`src/rtl/fare_frame_rx.sv`:
```
// Fare frame receiver: collects ready/fee/station/complete beats from the
// button scanner, validates against the fare table, and presents accepted
// frames through a one-entry valid/ack buffer.
//
// state    | meaning
// ---------+-------------------------------------------------
// S_IDLE   | waiting for rdy_in to start a frame
// S_FEE    | second rdy beat expected, captures fee
// S_STN    | third rdy beat expected, captures station code
// S_CMP    | waiting for cmp_in strobe (bounded by TIMEOUT)
module fare_frame_rx #(
  parameter int TIMEOUT     = 4,
  parameter int CNT_W       = 8,
  parameter int CHECK_TABLE = 1
) (
  input  logic             clk,
  input  logic             rst_n,
  input  logic             rdy_in,
  input  logic [7:0]       data_in,
  input  logic             cmp_in,
  output logic [7:0]       fee_out,
  output logic [7:0]       stn_out,
  output logic             frame_vld,
  input  logic             frame_ack,
  output logic             frame_err,
  output logic [1:0]       err_code,
  output logic             err_ovr,
  output logic [CNT_W-1:0] frame_cnt,
  output logic             busy
);

  localparam logic [1:0] S_IDLE = 2'd0;
  localparam logic [1:0] S_FEE  = 2'd1;
  localparam logic [1:0] S_STN  = 2'd2;
  localparam logic [1:0] S_CMP  = 2'd3;

  localparam logic [1:0] E_FRAMING = 2'd1;
  localparam logic [1:0] E_TIMEOUT = 2'd2;
  localparam logic [1:0] E_TABLE   = 2'd3;

  // A TIMEOUT of 1 still needs a one-bit counter.
  localparam int TMO_W = (TIMEOUT > 1) ? $clog2(TIMEOUT) : 1;
  localparam logic [TMO_W-1:0] TMO_LAST = TMO_W'(TIMEOUT - 1);

  logic [1:0]       state_q, state_d;
  logic [TMO_W-1:0] tmo_q, tmo_d;
  logic [7:0]       fee_sh_q, fee_sh_d;
  logic [7:0]       stn_sh_q, stn_sh_d;
  logic [7:0]       fee_out_q, fee_out_d;
  logic [7:0]       stn_out_q, stn_out_d;
  logic             frame_vld_q, frame_vld_d;
  logic             frame_err_q, frame_err_d;
  logic [1:0]       err_code_q, err_code_d;
  logic             err_ovr_q, err_ovr_d;
  logic [CNT_W-1:0] frame_cnt_q, frame_cnt_d;
  logic             tbl_hit;

  // Fare table lookup on the captured station/fee pair.
  always_comb begin
    tbl_hit = 1'b0;
    case (stn_sh_q)
      8'd1:    tbl_hit = (fee_sh_q == 8'd16);
      8'd2:    tbl_hit = (fee_sh_q == 8'd23);
      8'd3:    tbl_hit = (fee_sh_q == 8'd26);
      8'd4:    tbl_hit = (fee_sh_q == 8'd30);
      8'd5:    tbl_hit = (fee_sh_q == 8'd33);
      8'd6:    tbl_hit = (fee_sh_q == 8'd37);
      8'd7:    tbl_hit = (fee_sh_q == 8'd40);
      8'd23:   tbl_hit = (fee_sh_q == 8'd44);
      default: tbl_hit = 1'b0;
    endcase
  end

  // Next-state logic for the frame FSM, buffer, error reporting and counter.
  always_comb begin
    state_d     = state_q;
    tmo_d       = tmo_q;
    fee_sh_d    = fee_sh_q;
    stn_sh_d    = stn_sh_q;
    fee_out_d   = fee_out_q;
    stn_out_d   = stn_out_q;
    frame_vld_d = frame_vld_q;
    frame_err_d = 1'b0;
    err_code_d  = err_code_q;
    err_ovr_d   = err_ovr_q;
    frame_cnt_d = frame_cnt_q;

    // Ack frees the slot; a commit below in the same cycle reloads it.
    if (frame_vld_q && frame_ack) begin
      frame_vld_d = 1'b0;
    end

    case (state_q)
      S_IDLE: begin
        if (rdy_in) begin
          state_d = S_FEE;
        end
      end
      S_FEE: begin
        if (rdy_in) begin
          fee_sh_d = data_in;
          state_d  = S_STN;
        end else begin
          frame_err_d = 1'b1;
          err_code_d  = E_FRAMING;
          err_ovr_d   = 1'b0;
          state_d     = S_IDLE;
        end
      end
      S_STN: begin
        if (rdy_in) begin
          stn_sh_d = data_in;
          tmo_d    = '0;
          state_d  = S_CMP;
        end else begin
          frame_err_d = 1'b1;
          err_code_d  = E_FRAMING;
          err_ovr_d   = 1'b0;
          state_d     = S_IDLE;
        end
      end
      default: begin
        if (cmp_in && !rdy_in) begin
          state_d = S_IDLE;
          if ((CHECK_TABLE != 0) && !tbl_hit) begin
            frame_err_d = 1'b1;
            err_code_d  = E_TABLE;
            err_ovr_d   = 1'b0;
          end else if (frame_vld_q && !frame_ack) begin
            frame_err_d = 1'b1;
            err_code_d  = E_TABLE;
            err_ovr_d   = 1'b1;
          end else begin
            fee_out_d   = fee_sh_q;
            stn_out_d   = stn_sh_q;
            frame_vld_d = 1'b1;
            frame_cnt_d = frame_cnt_q + CNT_W'(1);
          end
        end else if (cmp_in && rdy_in) begin
          frame_err_d = 1'b1;
          err_code_d  = E_FRAMING;
          err_ovr_d   = 1'b0;
          state_d     = S_IDLE;
        end else if (tmo_q == TMO_LAST) begin
          frame_err_d = 1'b1;
          err_code_d  = E_TIMEOUT;
          err_ovr_d   = 1'b0;
          state_d     = S_IDLE;
        end else begin
          tmo_d = tmo_q + TMO_W'(1);
        end
      end
    endcase
  end

  // State and output registers, all cleared by reset.
  always_ff @(posedge clk or negedge rst_n) begin
    if (!rst_n) begin
      state_q     <= S_IDLE;
      tmo_q       <= '0;
      fee_sh_q    <= '0;
      stn_sh_q    <= '0;
      fee_out_q   <= '0;
      stn_out_q   <= '0;
      frame_vld_q <= 1'b0;
      frame_err_q <= 1'b0;
      err_code_q  <= '0;
      err_ovr_q   <= 1'b0;
      frame_cnt_q <= '0;
    end else begin
      state_q     <= state_d;
      tmo_q       <= tmo_d;
      fee_sh_q    <= fee_sh_d;
      stn_sh_q    <= stn_sh_d;
      fee_out_q   <= fee_out_d;
      stn_out_q   <= stn_out_d;
      frame_vld_q <= frame_vld_d;
      frame_err_q <= frame_err_d;
      err_code_q  <= err_code_d;
      err_ovr_q   <= err_ovr_d;
      frame_cnt_q <= frame_cnt_d;
    end
  end

  assign fee_out   = fee_out_q;
  assign stn_out   = stn_out_q;
  assign frame_vld = frame_vld_q;
  assign frame_err = frame_err_q;
  assign err_code  = err_code_q;
  assign err_ovr   = err_ovr_q;
  assign frame_cnt = frame_cnt_q;
  assign busy      = (state_q != S_IDLE);

endmodule

```
`config.mk`:
```
export PLATFORM = sky130hd
export DESIGN_NAME = fare_frame_rx
export DESIGN_NICKNAME = d
export VERILOG_FILES = /design/src/rtl/fare_frame_rx.sv
export SDC_FILE = /design/constraint.sdc
export NUM_CORES = 1
export LEC_CHECK = 0
export BUFFER_PORTS_ARGS = -buffer_cell sky130_fd_sc_hd__buf_2
export CORE_UTILIZATION = 50
export DETAILED_ROUTE_END_ITERATION = 7
export PLACE_DENSITY_LB_ADDON = 0.25
export SLEW_MARGIN = 20
export SYNTH_ARGS = -nofsm -noshare
export SYNTH_HDL_FRONTEND = slang
export SYNTH_SLANG_ARGS = --single-unit
```
`constraint.sdc`:
```
create_clock -name clk -period 2.7 [get_ports clk]
set_input_delay 0.27 -clock clk [delete_from_list [all_inputs] [get_ports clk]]
set_output_delay 0.27 -clock clk [all_outputs]
set_load 0.01 [all_outputs]
```
==> reports/qor.yml <==
run_status:
  status: "complete, but fails checks"
  violations: "hold timing"
final_layout:
  multi_input_area_um2: 1190
  layout_common_cells: "47 x dfrtp_1, 41 x buf_2, 26 x mux2_2, 14 x nand2_1, 13 x buf_4"
  fin_cells: 337
  regArea_um2: 1230
  n_fill_cell: 406
  syn_to_final_growth_pct: 21.5
  fin_nets: 288
  layout_commonest_cell: "dfrtp_1"
  antenna-diode-count: 0
  drive_above_1_share_pct: 38.5
die:
  initial_core_util_pct: 51.9
  die_area_um2: 5180
  dieHeight_um: 72.0
  die_w_um: 72.0
  ios: 43
  rows: 25
  coreArea_um2: 4720
power:
  p_leak_uw: 0.00142
  powerDensity_nw_per_um2: 861
  power.total_uw: 2560
  ir_drop_mv: 0.376
critical_path:
  crit_path_end_kind: "flip-flop"
  start_kind: "flip-flop"
  cp_max_fo: 7
  cp_data_arrival_time_ns: 2.84
  critPathKind: "flip-flop to flip-flop"
  path_cells: "or4_4, or3b_4, o221a_4, a2111oi_4, buf_4, clkbuf_16, mux2_2"
  cp.required_ns: 2.90
  max_stage_delay_ns: 0.54
  cp_slowest_cell: "or4_4"
route:
  wl_um: 4930
  drt_iter0_markers: 126
  wl_met2_um: 2350
  drc: 0
  avgRoutedWirePerCell_um: 14.6
  num_vias: 1852
  top_layer: "met4"
  drt_pre_antenna_iters: 4
  wl_met3_um: 220
  vias_per_cell: 5.50
  ant_nets: 0
  wl_met1_um: 2280
sta:
  max_freq_ghz: 0.378
  layout_setup_ws_ns: 0.0578
  worst_pin_slew_ns: 0.626
  whs_ns: -0.0361
  setup_violations: 0
  slew-limit-headroom_pct: 57.9
  hold_viol: 49
  fin_crit_sh_pct: 97.9
  tns_ns: 0
  fin_worst_skew_ns: 0.00954
  drv_slew: 0
  fin_crit_ns: 2.64
synthesis:
  synth_cells: 214
  yosysTopAreaCellShare_pct: 50.1
  synthTopCellsByArea: "dfrtp_1 50%, mux2_2 12%, ha_1 3.1%"
  yosys.area.top_type: "dfrtp_1"
  yosysUniqueCellTypes: 47
  synth_edf_count: 0
  syn_area_per_cell_um2: 11.4
  ys_seq_area_share_pct: 50.1
  async_reset_ff_share_pct: 100
  syn-num-nets: 233
  ys_warn_count: 0
  syn_area_um2: 2450
  ys_ff_latch: 49
  synth_ff_type: "dfrtp_1"
grt:
  track_usage_pct: 20.2
  grt_start_max_net_pins: 50
  grt.overflow.total: 0
  grt_pass1_vias: 1649
  grt_pass1_wl_um: 8060
  antenna_found_initial: 0
min_path:
  hp-class: "input port to asynchronous set/reset pin"
cts:
  cts_tree: "built"
  path_clk_slew_ns: 0.09
  clk_latency_ns: 0.31
  hold_buffers: 0
  clkSinkCount: 49
  clockBufferDepth: 2
  cts_root_buffer: "clkbuf_8"
  numCtsBuffers: 5
  cts_max_level: 2
place:
  place_inst: 324
  dp_slack_ns: 0.0723
  portBuffers: 42
  place_congestion: 0.811
  hpwl_um: 3350
flow_run:
  drv_cap: 0
[where the power goes]
part	internal [uW]	total [uW]	switching [uW]
registers	908	1100	194
clock network	183	434	251
logic	488	1020	537
[kinds of logic after synthesis]
logic type / after synthesis / synth area share [%]
xor gates and xnor gates: 7 / 2.50
adders and majority gates: 6 / 3.06
muxes: 29 / 13.3
and+or+nand+nor: 61 / 13.7
AOI/OAI and AO/OA: 45 / 14.4
buffers and inverters: 17 / 3.01
DFF: 49 / 50.1
[timing repair]
item | in CTS | in global routing
setup buffers | 0 | 4
setup endpoints to repair | 0 | 14
resized for setup | 0 | 14
[cells in the mapped netlist (all sizes together), types with 5 or more instances]
cell,n
mux2,29
o21ai,8
a21oi,7
nor2b,7
dfrtp,49
nand3,6
nand2b,7
nor2,8
clkbuf,5
ha,6
inv,9
nand2,14
[area by class of cell]
class	count	share of cell area [%]
timing repair buffer	56	11.7
multi-input combinational	148	40.1
tap	67	2.82
inverter	9	1.14
clock inverter	2	0.505
clock buffer	6	2.44
sequential	49	41.3
[sequential cells by signal, summed over array words and instances (netlist names)]
register   flops
err_code       2
err_ovr        1
fee_out        8
fee_sh_q       8
frame_cnt      8
frame_err      1
frame_vld      1
state_q        2
stn_out        8
stn_sh_q       8
tmo_q          2
[through the flow]
step           hold WS [ns]  utilization (%)  instance area (um2)
6_report            -0.0361             63.0                 2980
5_1_grt              0.0156             63.0                 2980
4_1_cts               0.196             60.8                 2870
3_5_place_dp          0.460             58.9                 2780
3_3_place_gp          0.458             58.9                 2780
2_1_floorplan       -0.0256                -                 2450
[critical path: cells and delay by family, from the launching register on]
family	cells	cell delay [ns]
flip-flops	1	0.38
multiplexers	1	0.32
AND/OR/NAND/NOR	2	0.94
buffers and inverters	2	0.34
AO/OA/AOI/OAI	2	0.55
[metal layers]
metal	vias to the layer above	GRT usage, %
met5	-	0
met4	0	7.19
met3	8	4.03
met2	50	29.7
met1	897	29.7
li1	897	-
[final timing paths]
check	depth (start not counted)	to	start	slack [ns]
worst max-delay path	7	fee_out[4]$_DFFE_PN0P_	stn_sh_q[3]$_DFFE_PN0P_	0.06
worst max register to register	7	fee_out[4]$_DFFE_PN0P_	stn_sh_q[3]$_DFFE_PN0P_	0.06
max in group asynchronous	1	stn_sh_q[0]$_DFFE_PN0P_	rst_n	2.30
worst min register to register	1	frame_cnt[7]$_DFFE_PN0P_	frame_cnt[7]$_DFFE_PN0P_	0.47
min in group clk	2	fee_sh_q[0]$_DFFE_PN0P_	data_in[0]	0.21
worst min-delay path	1	frame_vld$_DFF_PN0_	rst_n	-0.04
Note: power is estimated with default switching activity, not from simulation.
